File: src/rtl/button_repeat_if.sv
// Button bus between the debounced button source and button_repeat.
// master: drives debounced button levels, observes the events.
// slave : button_repeat itself.
// The release pulse is carried on "rel" because "release" is a reserved word.
interface button_repeat_if #(
   parameter int N = 5
);
   logic [N-1:0]   btn;
   logic [N-1:0]   press;
   logic [N-1:0]   rpt;
   logic [N-1:0]   fire;
   logic [N-1:0]   held;
   logic [N-1:0]   rel;
   logic [8*N-1:0] rpt_cnt;

   modport master (
      output btn,
      input  press, rpt, fire, held, rel, rpt_cnt
   );

   modport slave (
      input  btn,
      output press, rpt, fire, held, rel, rpt_cnt
   );
endinterface

File: src/rtl/button_repeat.sv
// button_repeat: per-button press / auto-repeat / long-press event generator.
// Each channel runs LOCK -> IDLE -> PRESS -> REPEAT with one shared-width
// counter; all event outputs are registered (1-edge latency) except fire.
// Optional feature: define BUTTON_REPEAT_COUNT_EN to build a saturating
// 8-bit per-channel repeat counter on rpt_cnt; otherwise rpt_cnt is 0.
module button_repeat #(
   parameter int N             = 5,
   parameter int HOLD_CYCLES   = 20_000_000,
   parameter int REPEAT_CYCLES = 4_000_000
) (
   input  logic          clk,
   input  logic          reset,
   button_repeat_if.slave bus
);
   localparam int MAX_CYCLES = (HOLD_CYCLES > REPEAT_CYCLES) ? HOLD_CYCLES : REPEAT_CYCLES;
   localparam int CW         = (MAX_CYCLES > 1) ? $clog2(MAX_CYCLES) : 1;
   localparam logic [CW-1:0] HOLD_TC   = CW'(HOLD_CYCLES - 1);
   localparam logic [CW-1:0] REPEAT_TC = CW'(REPEAT_CYCLES - 1);

   typedef enum logic [1:0] {
      LOCK   = 2'd0,
      IDLE   = 2'd1,
      PRESS  = 2'd2,
      REPEAT = 2'd3
   } state_t;

   logic [N-1:0]   press_vec;
   logic [N-1:0]   rpt_vec;
   logic [N-1:0]   held_vec;
   logic [N-1:0]   rel_vec;
   logic [8*N-1:0] cnt_vec;

   genvar gi;
   generate
      for (gi = 0; gi < N; gi++) begin : g_ch
         state_t        state_q, state_d;
         logic [CW-1:0] cnt_q, cnt_d;
         logic          press_q, press_d;
         logic          rpt_q, rpt_d;
         logic          held_q, held_d;
         logic          rel_q, rel_d;
         logic          btn_in;

         assign btn_in = bus.btn[gi];

         // Channel state, timer and registered event pulses.
         always_ff @(posedge clk or negedge reset) begin
            if (!reset) begin
               state_q <= LOCK;
               cnt_q   <= '0;
               press_q <= 1'b0;
               rpt_q   <= 1'b0;
               held_q  <= 1'b0;
               rel_q   <= 1'b0;
            end else begin
               state_q <= state_d;
               cnt_q   <= cnt_d;
               press_q <= press_d;
               rpt_q   <= rpt_d;
               held_q  <= held_d;
               rel_q   <= rel_d;
            end
         end

         // Next state and events; a low btn is checked first so release beats terminal count.
         always_comb begin
            state_d = state_q;
            cnt_d   = cnt_q;
            press_d = 1'b0;
            rpt_d   = 1'b0;
            rel_d   = 1'b0;
            held_d  = held_q;
            case (state_q)
               LOCK: begin
                  if (!btn_in) state_d = IDLE;
               end
               IDLE: begin
                  if (btn_in) begin
                     state_d = PRESS;
                     cnt_d   = '0;
                     press_d = 1'b1;
                  end
               end
               PRESS: begin
                  if (!btn_in) begin
                     state_d = IDLE;
                     rel_d   = 1'b1;
                  end else if (cnt_q == HOLD_TC) begin
                     state_d = REPEAT;
                     cnt_d   = '0;
                     rpt_d   = 1'b1;
                     held_d  = 1'b1;
                  end else begin
                     cnt_d = cnt_q + CW'(1);
                  end
               end
               REPEAT: begin
                  if (!btn_in) begin
                     state_d = IDLE;
                     rel_d   = 1'b1;
                     held_d  = 1'b0;
                  end else if (cnt_q == REPEAT_TC) begin
                     cnt_d = '0;
                     rpt_d = 1'b1;
                  end else begin
                     cnt_d = cnt_q + CW'(1);
                  end
               end
               default: begin
                  state_d = LOCK;
                  held_d  = 1'b0;
               end
            endcase
         end

         assign press_vec[gi] = press_q;
         assign rpt_vec[gi]   = rpt_q;
         assign held_vec[gi]  = held_q;
         assign rel_vec[gi]   = rel_q;

`ifdef BUTTON_REPEAT_COUNT_EN
         logic [7:0] rc_q, rc_d;

         // Repeat count: cleared by a new press, saturating increment alongside rpt.
         always_comb begin
            rc_d = rc_q;
            if (press_d) begin
               rc_d = 8'd0;
            end else if (rpt_d && (rc_q != 8'hFF)) begin
               rc_d = rc_q + 8'd1;
            end
         end

         // Repeat count register, cleared by reset.
         always_ff @(posedge clk or negedge reset) begin
            if (!reset) rc_q <= 8'd0;
            else        rc_q <= rc_d;
         end

         assign cnt_vec[8*gi +: 8] = rc_q;
`endif
      end
   endgenerate

`ifndef BUTTON_REPEAT_COUNT_EN
   assign cnt_vec = '0;
`endif

   assign bus.press   = press_vec;
   assign bus.rpt     = rpt_vec;
   assign bus.held    = held_vec;
   assign bus.rel     = rel_vec;
   assign bus.rpt_cnt = cnt_vec;
   assign bus.fire    = press_vec | rpt_vec;
endmodule

File: src/flat_wrapper.sv
// flat-port wrapper written by rule: the top's interface ports become plain ports
module button_repeat_flat 
#(
   parameter int N             = 5,
   parameter int HOLD_CYCLES   = 20_000_000,
   parameter int REPEAT_CYCLES = 4_000_000
)
  (clk, reset, bus_btn, bus_press, bus_rpt, bus_fire, bus_held, bus_rel, bus_rpt_cnt);
  button_repeat_if #(.N(N)) bus_i ();
  input  logic clk;
  input  logic reset;
  input wire logic [$bits(bus_i.btn)-1:0] bus_btn;
  output wire logic [$bits(bus_i.press)-1:0] bus_press;
  output wire logic [$bits(bus_i.rpt)-1:0] bus_rpt;
  output wire logic [$bits(bus_i.fire)-1:0] bus_fire;
  output wire logic [$bits(bus_i.held)-1:0] bus_held;
  output wire logic [$bits(bus_i.rel)-1:0] bus_rel;
  output wire logic [$bits(bus_i.rpt_cnt)-1:0] bus_rpt_cnt;
  assign bus_i.btn = bus_btn;
  assign bus_press = bus_i.press;
  assign bus_rpt = bus_i.rpt;
  assign bus_fire = bus_i.fire;
  assign bus_held = bus_i.held;
  assign bus_rel = bus_i.rel;
  assign bus_rpt_cnt = bus_i.rpt_cnt;
  button_repeat #(.N(N), .HOLD_CYCLES(HOLD_CYCLES), .REPEAT_CYCLES(REPEAT_CYCLES)) u_core (.clk(clk), .reset(reset), .bus(bus_i));
endmodule
File: config.mk
export PLATFORM = sky130hd
export DESIGN_NAME = button_repeat_flat
export DESIGN_NICKNAME = d
export VERILOG_FILES = /design/src/rtl/button_repeat_if.sv /design/src/rtl/button_repeat.sv /design/src/flat_wrapper.sv
export SDC_FILE = /design/constraint.sdc
export NUM_CORES = 1
export LEC_CHECK = 0
export BUFFER_PORTS_ARGS = -buffer_cell sky130_fd_sc_hd__buf_2
export CAP_MARGIN = 10
export CORE_ASPECT_RATIO = 0.5
export CORE_MARGIN = 3
export CORE_UTILIZATION = 53
export CTS_BUF_LIST = sky130_fd_sc_hd__clkbuf_4 sky130_fd_sc_hd__clkbuf_8 sky130_fd_sc_hd__clkbuf_16
export CTS_CLUSTER_DIAMETER = 60
export DETAILED_ROUTE_END_ITERATION = 12
export GPL_TIMING_DRIVEN = 0
export HOLD_SLACK_MARGIN = 0.12
export PLACE_DENSITY = 0.72
export SETUP_SLACK_MARGIN = 0.3
export SYNTH_ARGS = -nofsm -noshare
export SYNTH_HDL_FRONTEND = slang
export SYNTH_SLANG_ARGS = --single-unit
File: constraint.sdc
create_clock -name clk -period 2.45 [get_ports clk]
set_input_delay 0.245 -clock clk [delete_from_list [all_inputs] [get_ports clk]]
set_output_delay 0.245 -clock clk [all_outputs]
set_load 0.01 [all_outputs]
==> results of run 1 <==
==> tightest hold or removal path, delay by kind of cell <==
family,cells,cell delay [ns]
buffers and inverters,2,0.27
AND/OR/NAND/NOR,1,0.15
==> area by class of cell <==
cell class	count	area, um^2
Fill cell	1168	4940
Timing Repair Buffer	75	530.5
Tap cell	221	276.5
Buffer	84	613.1
Sequential cell	155	3882
Inverter	43	161.4
Clock buffer	21	474.2
Multi-Input combinational cell	717	4825
Clock inverter	11	112.6
==> path summary, 6_finish.rpt <==
path / start / to / slack [ns] / depth (start not counted)
setup / recovery: u_core.g_ch[4].cnt_q[9] / u_core.g_ch[4].cnt_q[24] / 0.13 / 8
hold / removal: bus_btn[1] / u_core.g_ch[1].press_q / 0.28 / 3
setup reg to reg: u_core.g_ch[4].cnt_q[9] / u_core.g_ch[4].cnt_q[24] / 0.13 / 8
hold reg to reg: u_core.g_ch[3].cnt_q[1] / u_core.g_ch[3].cnt_q[1] / 0.51 / 2
max in group asynchronous: reset / u_core.g_ch[1].cnt_q[13] / 1.18 / 3
min in group asynchronous: reset / u_core.g_ch[4].cnt_q[3] / 0.44 / 2
==> power breakdown <==
group	internal (mW)	leakage (nW)	total [mW]	switching (mW)
sequential	2.83	2.10	3.09	0.265
combinational	1.50	2.51	3.40	1.90
clock	1.50	0.276	2.61	1.11
==> flip-flops by register name, indices dropped and copies added, names as in the netlist <==
signal	cells
u_core.g_ch.press_q	5
u_core.g_ch.held_q	5
u_core.g_ch.cnt_q	125
u_core.g_ch.state_q	10
u_core.g_ch.rpt_q	5
u_core.g_ch.rel_q	5
==> logic make-up (layout without fill, tap and decap cells) <==
kind of cell / Yosys count / count (layout) / share of synthesized area
simple gates: 440 / 440 / 0.2593
flops: 155 / 155 / 0.4414
buf+inv: 127 / 234 / 0.08159
compound gates: 110 / 110 / 0.08031
xor+xnor: 100 / 100 / 0.09967
fa+ha+maj: 23 / 23 / 0.03275
mux: 4 / 4 / 0.004557
other cells: 1 / 40 / 0.0004268
==> layer usage <==
metal / global-route usage / up-vias / share of wire / routed length, um
met5: 0 / - / 0 / 0
met4: 0.05127 / 0 / 0.017 / 323
met3: 0.05441 / 35 / 0.053 / 1019
met2: 0.3442 / 198 / 0.47 / 9014
met1: 0.2780 / 3495 / 0.46 / 8958
li1: - / 3518 / - / -
==> cell usage in the layout, fill, tap and decap left out, drive strengths merged, types with 3 or more instances in the layout <==
cell type / n
nor3b: 3
nor3: 34
nand3: 45
nand4b: 3
o31a: 3
ha: 23
or2: 7
and3: 26
clkinv: 4
clkinvlp: 4
mux2i: 4
or4: 4
dfrtp: 155
a31oi: 12
a22oi: 3
nor2b: 4
and2: 12
nand4: 31
conb: 40
buf: 145
dlygate4sd3: 3
o31ai: 5
nor4b: 6
nand2b: 11
inv: 45
or3: 6
clkbuf: 32
o211ai: 5
o22ai: 3
nor4: 27
a21oi: 15
nand2: 65
and4b: 3
nor2: 135
nor4bb: 3
xnor2: 61
xor2: 39
and4: 13
o21ai: 45
==> what timing repair did <==
item,in CTS,in global routing
gates resized for setup,57,76
hold buffers,3,0
endpoints found under the setup margin,117,122
buffers inserted,19,19
cloned,1,2
hold endpoints to repair,82,0
pin swaps,15,19
==> results.toml, run 1 <==
[clock_tree]
cts_buffers = 17
h-tree-depth = 4
insertion_delay_ns = 0.43
cts_tree = "built"
cts_buffer_depth = 2
cts_sinks = 155
cts_root_buffer = "clkbuf_16"
clk_pin_slew_ns = 0.07

[die]
core_area_um2 = 15820
num_rows = 32
die_h_um = 97.05
die_area_um2 = 18250
start_util = 0.5556
die_x_um = 188.1
io_pins = 72

[place]
dp_hpwl_um = 12190
dp_slack_ns = -0.05434
port_buffers = 30
placed_cell_area_um2 = 9404
dp.cells = 1251
gp_congestion = 0.8602

[sta]
worst_slack_ns = 0.1271
slew_viol_final = 0
skew_ns = 0.01391
rsz0062_at_grt = "true"
max_freq_mhz = 430.5
slew_headroom = 0.5060
setup_violations = 0
final.min_clock_period_ns = 2.323
tightestPinTransition_ns = 0.7409
setup_tns_ns = 0
post-route-period-util = 0.9481
hold_viol_final = 0
whs_ns = 0.2765

[drt]
dr.pass1.iters = 5
viasPerCell = 5.460
vias = 7246
dr.first_iter.drc_count = 429
ant_nets = 0
drt_wl_total_um = 19320
wl_per_cell_um = 14.56
drc = 0

[power_and_ir_drop]
ir_worst_vdd_mv = 0.5665
leakagePower_nw = 4.886
p_per_area_nw_per_um2 = 837.1
power_mw = 9.104

[worst_setup_path]
cp-start-kind = "flop"
critical_path_class = "reg2reg"
worstPathArrival_ns = 2.64
slowest_delay_ns = 0.57
path_buf_inv = 3
cp.required_ns = 2.77
crit_chain = "or4_1 -> nor4_4 -> buf_4 -> a31oi_4 -> nor3_4 -> buf_4 -> buf_6 -> nor2_1"
crit_slowest_cell = "or4_1"
end_kind = "flop"
cpLargestDelayFamily = "simple AND/OR/NAND/NOR gates"
worst_path_most_repeated_cell = "buf_4"
worstPathMaxFanout = 10

[global_routing]
grt_max_degree = 81
grt_overflow = 0
grt_pass1_wl_um = 32220
antenna_found_initial = 0
grt_pass1_vias = 6952
grt.total_usage = 0.2089

[synthesis]
synthTopCellsByArea = "dfrtp_1 44%, xnor2_1 6.1%, nor2_1 5.8%"
yosys_warnings = 0
synth_top_area_frac = 0.4414
synth_edf_count = 0
seq_area_frac_synth = 0.4414
syn_area_um2 = 8787
synth_top_cell_by_area = "dfrtp_1"
syn_inst = 960
ys_types = 57
avgSynthCellArea_um2 = 9.153
postSynth.asyncResetShare = 1.000
yosysMostFrequentCell = "dfrtp_1"
synth-main-ff-cell = "dfrtp_1"
ys_ff_latch = 155
synth_common_cells = "155 x dfrtp_1, 135 x nor2_1, 65 x nand2_1"

[final_layout]
syn_to_final_growth_pct = 23.76
nets = 1123
final-instance-count-excl-fill = 1327
antenna_cells = 0
final_area_um2 = 10880
drive_above_1_share = 0.2360
post-route-util = 0.6877

[job]
drv_cap = 0

[hold_path]
hold_path_class = "in2reg"

[outcome]
outcome = "finished clean"
No activity file was read; power rests on OpenSTA's default activity.
==> run 2, diff against run 1 <==
Settings changed: CTS_BUF_LIST sky130_fd_sc_hd__clkbuf_4 sky130_fd_sc_hd__clkbuf_8 sky130_fd_sc_hd__clkbuf_16 to default.
==> results.toml, run 2 (synthesis results as in run 1) <==
[outcome]
outcome = "finished clean"

[worst_setup_path]
rr_endpoint = "u_core.g_ch[4].cnt_q[24]"
cp-endpoint = "u_core.g_ch[4].cnt_q[24]"
r2r_start = "u_core.g_ch[4].cnt_q[9]"
cp-start-kind = "flop"
cpLargestDelayFamily = "simple AND/OR/NAND/NOR gates"
cp_num_cells = 8
startpoint = "u_core.g_ch[4].cnt_q[9]"
critical_path_class = "reg2reg"
reg2reg_slack_ns = 0.13
worst_path_most_repeated_cell = "buf_4"
cp.required_ns = 2.77
worstPathMaxFanout = 10
crit_slowest_cell = "or4_1"
end_kind = "flop"
worstPathArrival_ns = 2.64
slowest_delay_ns = 0.57
path_buf_inv = 3
reg2reg_depth = 8
crit_chain = "or4_1 -> nor4_4 -> buf_4 -> a31oi_4 -> nor3_4 -> buf_4 -> buf_6 -> nor2_1"

[drt]
drt_wl_total_um = 19310
wl_per_cell_um = 14.55
vias = 7244
dr.pass1.iters = 5
dr.first_iter.drc_count = 429
viasPerCell = 5.459
ant_nets = 0
drc = 0

[power_and_ir_drop]
clkPwrFrac = 0.286
p_per_area_nw_per_um2 = 836.5
leakagePower_nw = 4.883
p_comb_frac = 0.374
power_mw = 9.094
ir_worst_vdd_mv = 0.5663
seqPwrFrac = 0.340
switching_share = 0.3597
p_int_mw = 5.823
power.switching_mw = 3.271

[die]
die_area_um2 = 18250
die_x_um = 188.1
num_rows = 32
die_h_um = 97.05
core_area_um2 = 15820
io_pins = 72
start_util = 0.5556

[clock_tree]
cts_root_buffer = "clkbuf_16"
insertion_delay_ns = 0.43
cts_buffers = 17
clk_pin_slew_ns = 0.07
cts_buffer_depth = 2
h-tree-depth = 4
cts_tree = "built"
cts_sinks = 155

[final_layout]
final_cell_mix = "152 x dfrtp_1, 134 x nor2_1, 100 x buf_4, 65 x nand2_1, 61 x xnor2_1"
antenna_cells = 0
top_register = "u_core.g_ch.cnt_q"
largest_register_ffs = 125
top_regs = "u_core.g_ch.cnt_q: 125 flops, u_core.g_ch.state_q: 10 flops"
syn_to_final_growth_pct = 23.72
final-instance-count-excl-fill = 1327
layout_commonest_cell = "dfrtp_1"
nets = 1123
drive_above_1_share = 0.2351
post-route-util = 0.6874
final_area_um2 = 10870

[sta]
setup_violations = 0
final.min_clock_period_ns = 2.323
skew_ns = 0.01338
post-route-period-util = 0.9482
slew_viol_final = 0
rsz0062_at_grt = "true"
tightestPinTransition_ns = 0.7408
max_freq_mhz = 430.5
hold_viol_final = 0
slew_headroom = 0.5062

[global_routing]
grt_pass1_wl_um = 32220
grt_pass1_vias = 6952
antenna_found_initial = 0
grt_max_degree = 81
grt.total_usage = 0.2089
grt_overflow = 0

[hold_path]
hold_path_class = "in2reg"
hp-start = "bus_btn[1]"

[place]
port_buffers = 30
dp_hpwl_um = 12190
placed_cell_area_um2 = 9404
dp.cells = 1251
gp_congestion = 0.8602

[job]
drv_cap = 0
[run 2: worst reg2reg max path, stage by stage, from the launching register on]
cell     delay, ns
dfrtp_2       0.44
or4_1         0.57
nor4_4        0.28
buf_4         0.19
a31oi_4       0.13
nor3_4        0.27
buf_4         0.15
buf_6         0.13
nor2_1        0.05
[run 2: cell type report]
cell class / count / area (um^2)
timing repair buffer: 75 / 530.5
buffer: 84 / 613.1
inverter: 43 / 161.4
clock buffer: 21 / 470.5
tap: 221 / 276.5
fill: 1170 / 4943
clock inverter: 11 / 112.6
multi-input combinational: 717 / 4825
sequential: 155 / 3882
[run 2: what timing repair did]
action / 4_1_cts / 5_1_grt
hold endpoints to repair: 82 / 0
setup endpoints to repair: 117 / 122
gates resized for setup: 57 / 76
hold buffers: 3 / 0
buffers inserted: 19 / 19
pin swaps: 15 / 19
cloned: 1 / 2
[run 2: worst min path at each step]
stage / slack [ns] / end / cells after the start
final: 0.28 / u_core.g_ch[1].press_q / 3
after global routing: 0.29 / u_core.g_ch[1].rel_q / 2
after CTS: 0.23 / u_core.g_ch[1].press_q / 3
after detailed placement: 0.35 / u_core.g_ch[4].state_q[0] / 1
after global placement: 0.50 / u_core.g_ch[2].cnt_q[6] / 1
after floorplan: -0.05 / u_core.g_ch[0].cnt_q[0] / 0
[run 2: through the flow]
stage / setup TNS (ns) / hold slack [ns] / setup slack (ns)
3_3_place_gp: -180.67 / 0.4958 / -1.183
2_1_floorplan: 0 / -0.05059 / 0.1830
3_5_place_dp: -1.226 / 0.3516 / -0.05434
4_1_cts: 0 / 0.2250 / 0.08712
6_report: 0 / 0.2774 / 0.1270
5_1_grt: 0 / 0.2946 / 0.04168
[run 2: power by group through the flow]
stage / logic, mW / registers [mW] / clock network (mW)
final: 3.40 / 3.09 / 2.60
after global routing: 3.74 / 3.14 / 2.77
after CTS: 2.86 / 3.07 / 2.64
after detailed placement: 2.40 / 3.12 / 0
after global placement: 2.32 / 3.10 / 0
after floorplan: 1.82 / 3.06 / 0
[run 2: routing by layer]
layer  routed length, um  track usage  part of all wire  vias to the layer above
met4                 323      0.05127             0.017                        0
met2                9021       0.3442              0.47                      195
met3                1008      0.05441             0.052                       35
met5                   0            0                 0                        -
li1                    -            -                 -                     3519
met1                8955       0.2780              0.46                     3495
==> run 3, diff against run 2 <==
Settings changed: CORE_MARGIN 3 to default, CTS_BUF_LIST from default to sky130_fd_sc_hd__clkbuf_4.
==> results.toml, run 3 (synthesis results as in run 1) <==
[clock_tree]
cts_root_buffer = "clkbuf_4"
cts_sinks = 155
h-tree-depth = 4
clk_pin_slew_ns = 0.14
cts_buffers = 17
insertion_delay_ns = 0.59
cts_buffer_depth = 2
cts_tree = "built"

[final_layout]
drive_above_1_share = 0.2430
fillers = 1242
top_regs = "u_core.g_ch.cnt_q: 125 flops, u_core.g_ch.state_q: 10 flops"
antenna_cells = 0
multiInputGateArea_um2 = 4821
register_area_um2 = 3889
nets = 1128
layout_commonest_cell = "dfrtp_1"
final_cell_mix = "147 x dfrtp_1, 134 x nor2_1, 102 x buf_4, 65 x nand2_1, 61 x xnor2_1"
syn_to_final_growth_pct = 20.82
top_register = "u_core.g_ch.cnt_q"
largest_register_ffs = 125

[die]
start_util = 0.5556
die_h_um = 93.05
die_area_um2 = 17130
num_rows = 32
core_area_um2 = 15820
die_x_um = 184.1
io_pins = 72

[hold_path]
hold_path_class = "in2reg"

[place]
port_buffers = 30
dp_hpwl_um = 12060
gp_congestion = 0.8775

[worst_setup_path]
end_kind = "flop"
crit_chain = "inv_2 -> ha_2 -> or4_4 -> a2111oi_4 -> nand3_4 -> or3_4 -> a21oi_2"
worstPathArrival_ns = 2.86
slowest_delay_ns = 0.53
reg2reg_slack_ns = 0.10
critical_path_class = "reg2reg"
worstPathMaxFanout = 5
cp.required_ns = 2.97
cpLargestDelayFamily = "simple AND/OR/NAND/NOR gates"
cp-start-kind = "flop"
path_buf_inv = 1
crit_slowest_cell = "or4_4"

[power_and_ir_drop]
p_int_mw = 4.838
leakagePower_nw = 4.770
switching_share = 0.3972
seqPwrFrac = 0.385
power_mw = 8.026
p_comb_frac = 0.423
clkPwrFrac = 0.192
power.switching_mw = 3.188
p_per_area_nw_per_um2 = 756.0
ir_worst_vdd_mv = 0.4242

[global_routing]
grt_pass1_vias = 6936
grt_overflow = 0
grt_max_degree = 88
grt.total_usage = 0.2316
antenna_found_initial = 0
grt_pass1_wl_um = 32110

[outcome]
outcome = "finished clean"

[drt]
ant_nets = 0
wl_per_cell_um = 14.28
drt_wl_total_um = 19020
drc = 0
dr.first_iter.drc_count = 414
vias = 7202
viasPerCell = 5.407
dr.pass1.iters = 5

[sta]
slew_viol_final = 0
setup_tns_ns = 0
max_freq_mhz = 425.8
slew_headroom = 0.5493
rsz0062_at_grt = "true"
skew_ns = 0.03022
setup_violations = 0
hold_viol_final = 0
post-route-period-util = 0.9586
tightestPinTransition_ns = 0.6699
final.min_clock_period_ns = 2.349

[job]
drv_cap = 0
==> run 3: power by group through the flow <==
stage / Clock [mW] / Sequential (mW) / Combinational [mW]
finish: 1.54 / 3.09 / 3.39
global route: 1.69 / 3.14 / 3.74
CTS: 1.58 / 3.08 / 3.06
detailed placement: 0 / 3.12 / 2.41
global placement: 0 / 3.10 / 2.33
floorplan: 0 / 3.06 / 1.82
==> run 3: worst paths after layout <==
kind | startpoint | to | cells after the start
setup reg to reg | u_core.g_ch[4].state_q[0] | u_core.g_ch[4].cnt_q[19] | 7
max in group asynchronous | reset | u_core.g_ch[3].cnt_q[22] | 3
hold reg to reg | u_core.g_ch[2].cnt_q[6] | u_core.g_ch[2].cnt_q[6] | 1
min in group asynchronous | reset | u_core.g_ch[4].press_q | 2
setup / recovery | u_core.g_ch[4].state_q[0] | u_core.g_ch[4].cnt_q[19] | 7
hold / removal | bus_btn[2] | u_core.g_ch[2].cnt_q[0] | 4
==> run 3: layout make-up <==
class / count / share of cell area
well taps: 221 / 0.02605
flip-flops and latches: 155 / 0.3663
clock buffers: 17 / 0.01202
plain buffers: 84 / 0.05916
clock inverters: 15 / 0.01320
multi-input cells: 717 / 0.4541
repair buffers: 80 / 0.05398
inverters: 43 / 0.01520
==> run 3: stage by stage <==
stage	cell area [um^2]	worst slack (ns)	instances	hold WS, ns	utilization
after floorplan	8944	0.1830	999	-0.05059	-
after global placement	9370	-1.174	1250	0.4985	0.5925
after detailed placement	9404	-0.05794	1251	0.2913	0.5946
after CTS	10260	0.06958	1318	0.1268	0.6485
after global routing	10620	0.02878	1332	0.1531	0.6713
final	10620	0.1014	1332	0.1612	0.6713
==> run 3: per-layer routing <==
metal,track usage,part of all wire
met3,0.05023,0.052
met5,0,0
met4,0.06319,0.013
met2,0.3854,0.47
met1,0.3074,0.46
==> run 3: worst min-delay path: cells and delay by family <==
family	cells	cell delay, ns
AOI/OAI and AO/OA	2	0.20
buffers and inverters	1	0.12
and+or+nand+nor	1	0.13
==> run 3: what timing repair did <==
action | CTS | global route
buffers inserted | 28 | 14
hold endpoints to repair | 85 | 0
resized for setup | 75 | 62
pin swaps | 17 | 15
endpoints found under the setup margin | 119 | 116
hold buffers | 4 | 0
cloned | 3 | 0
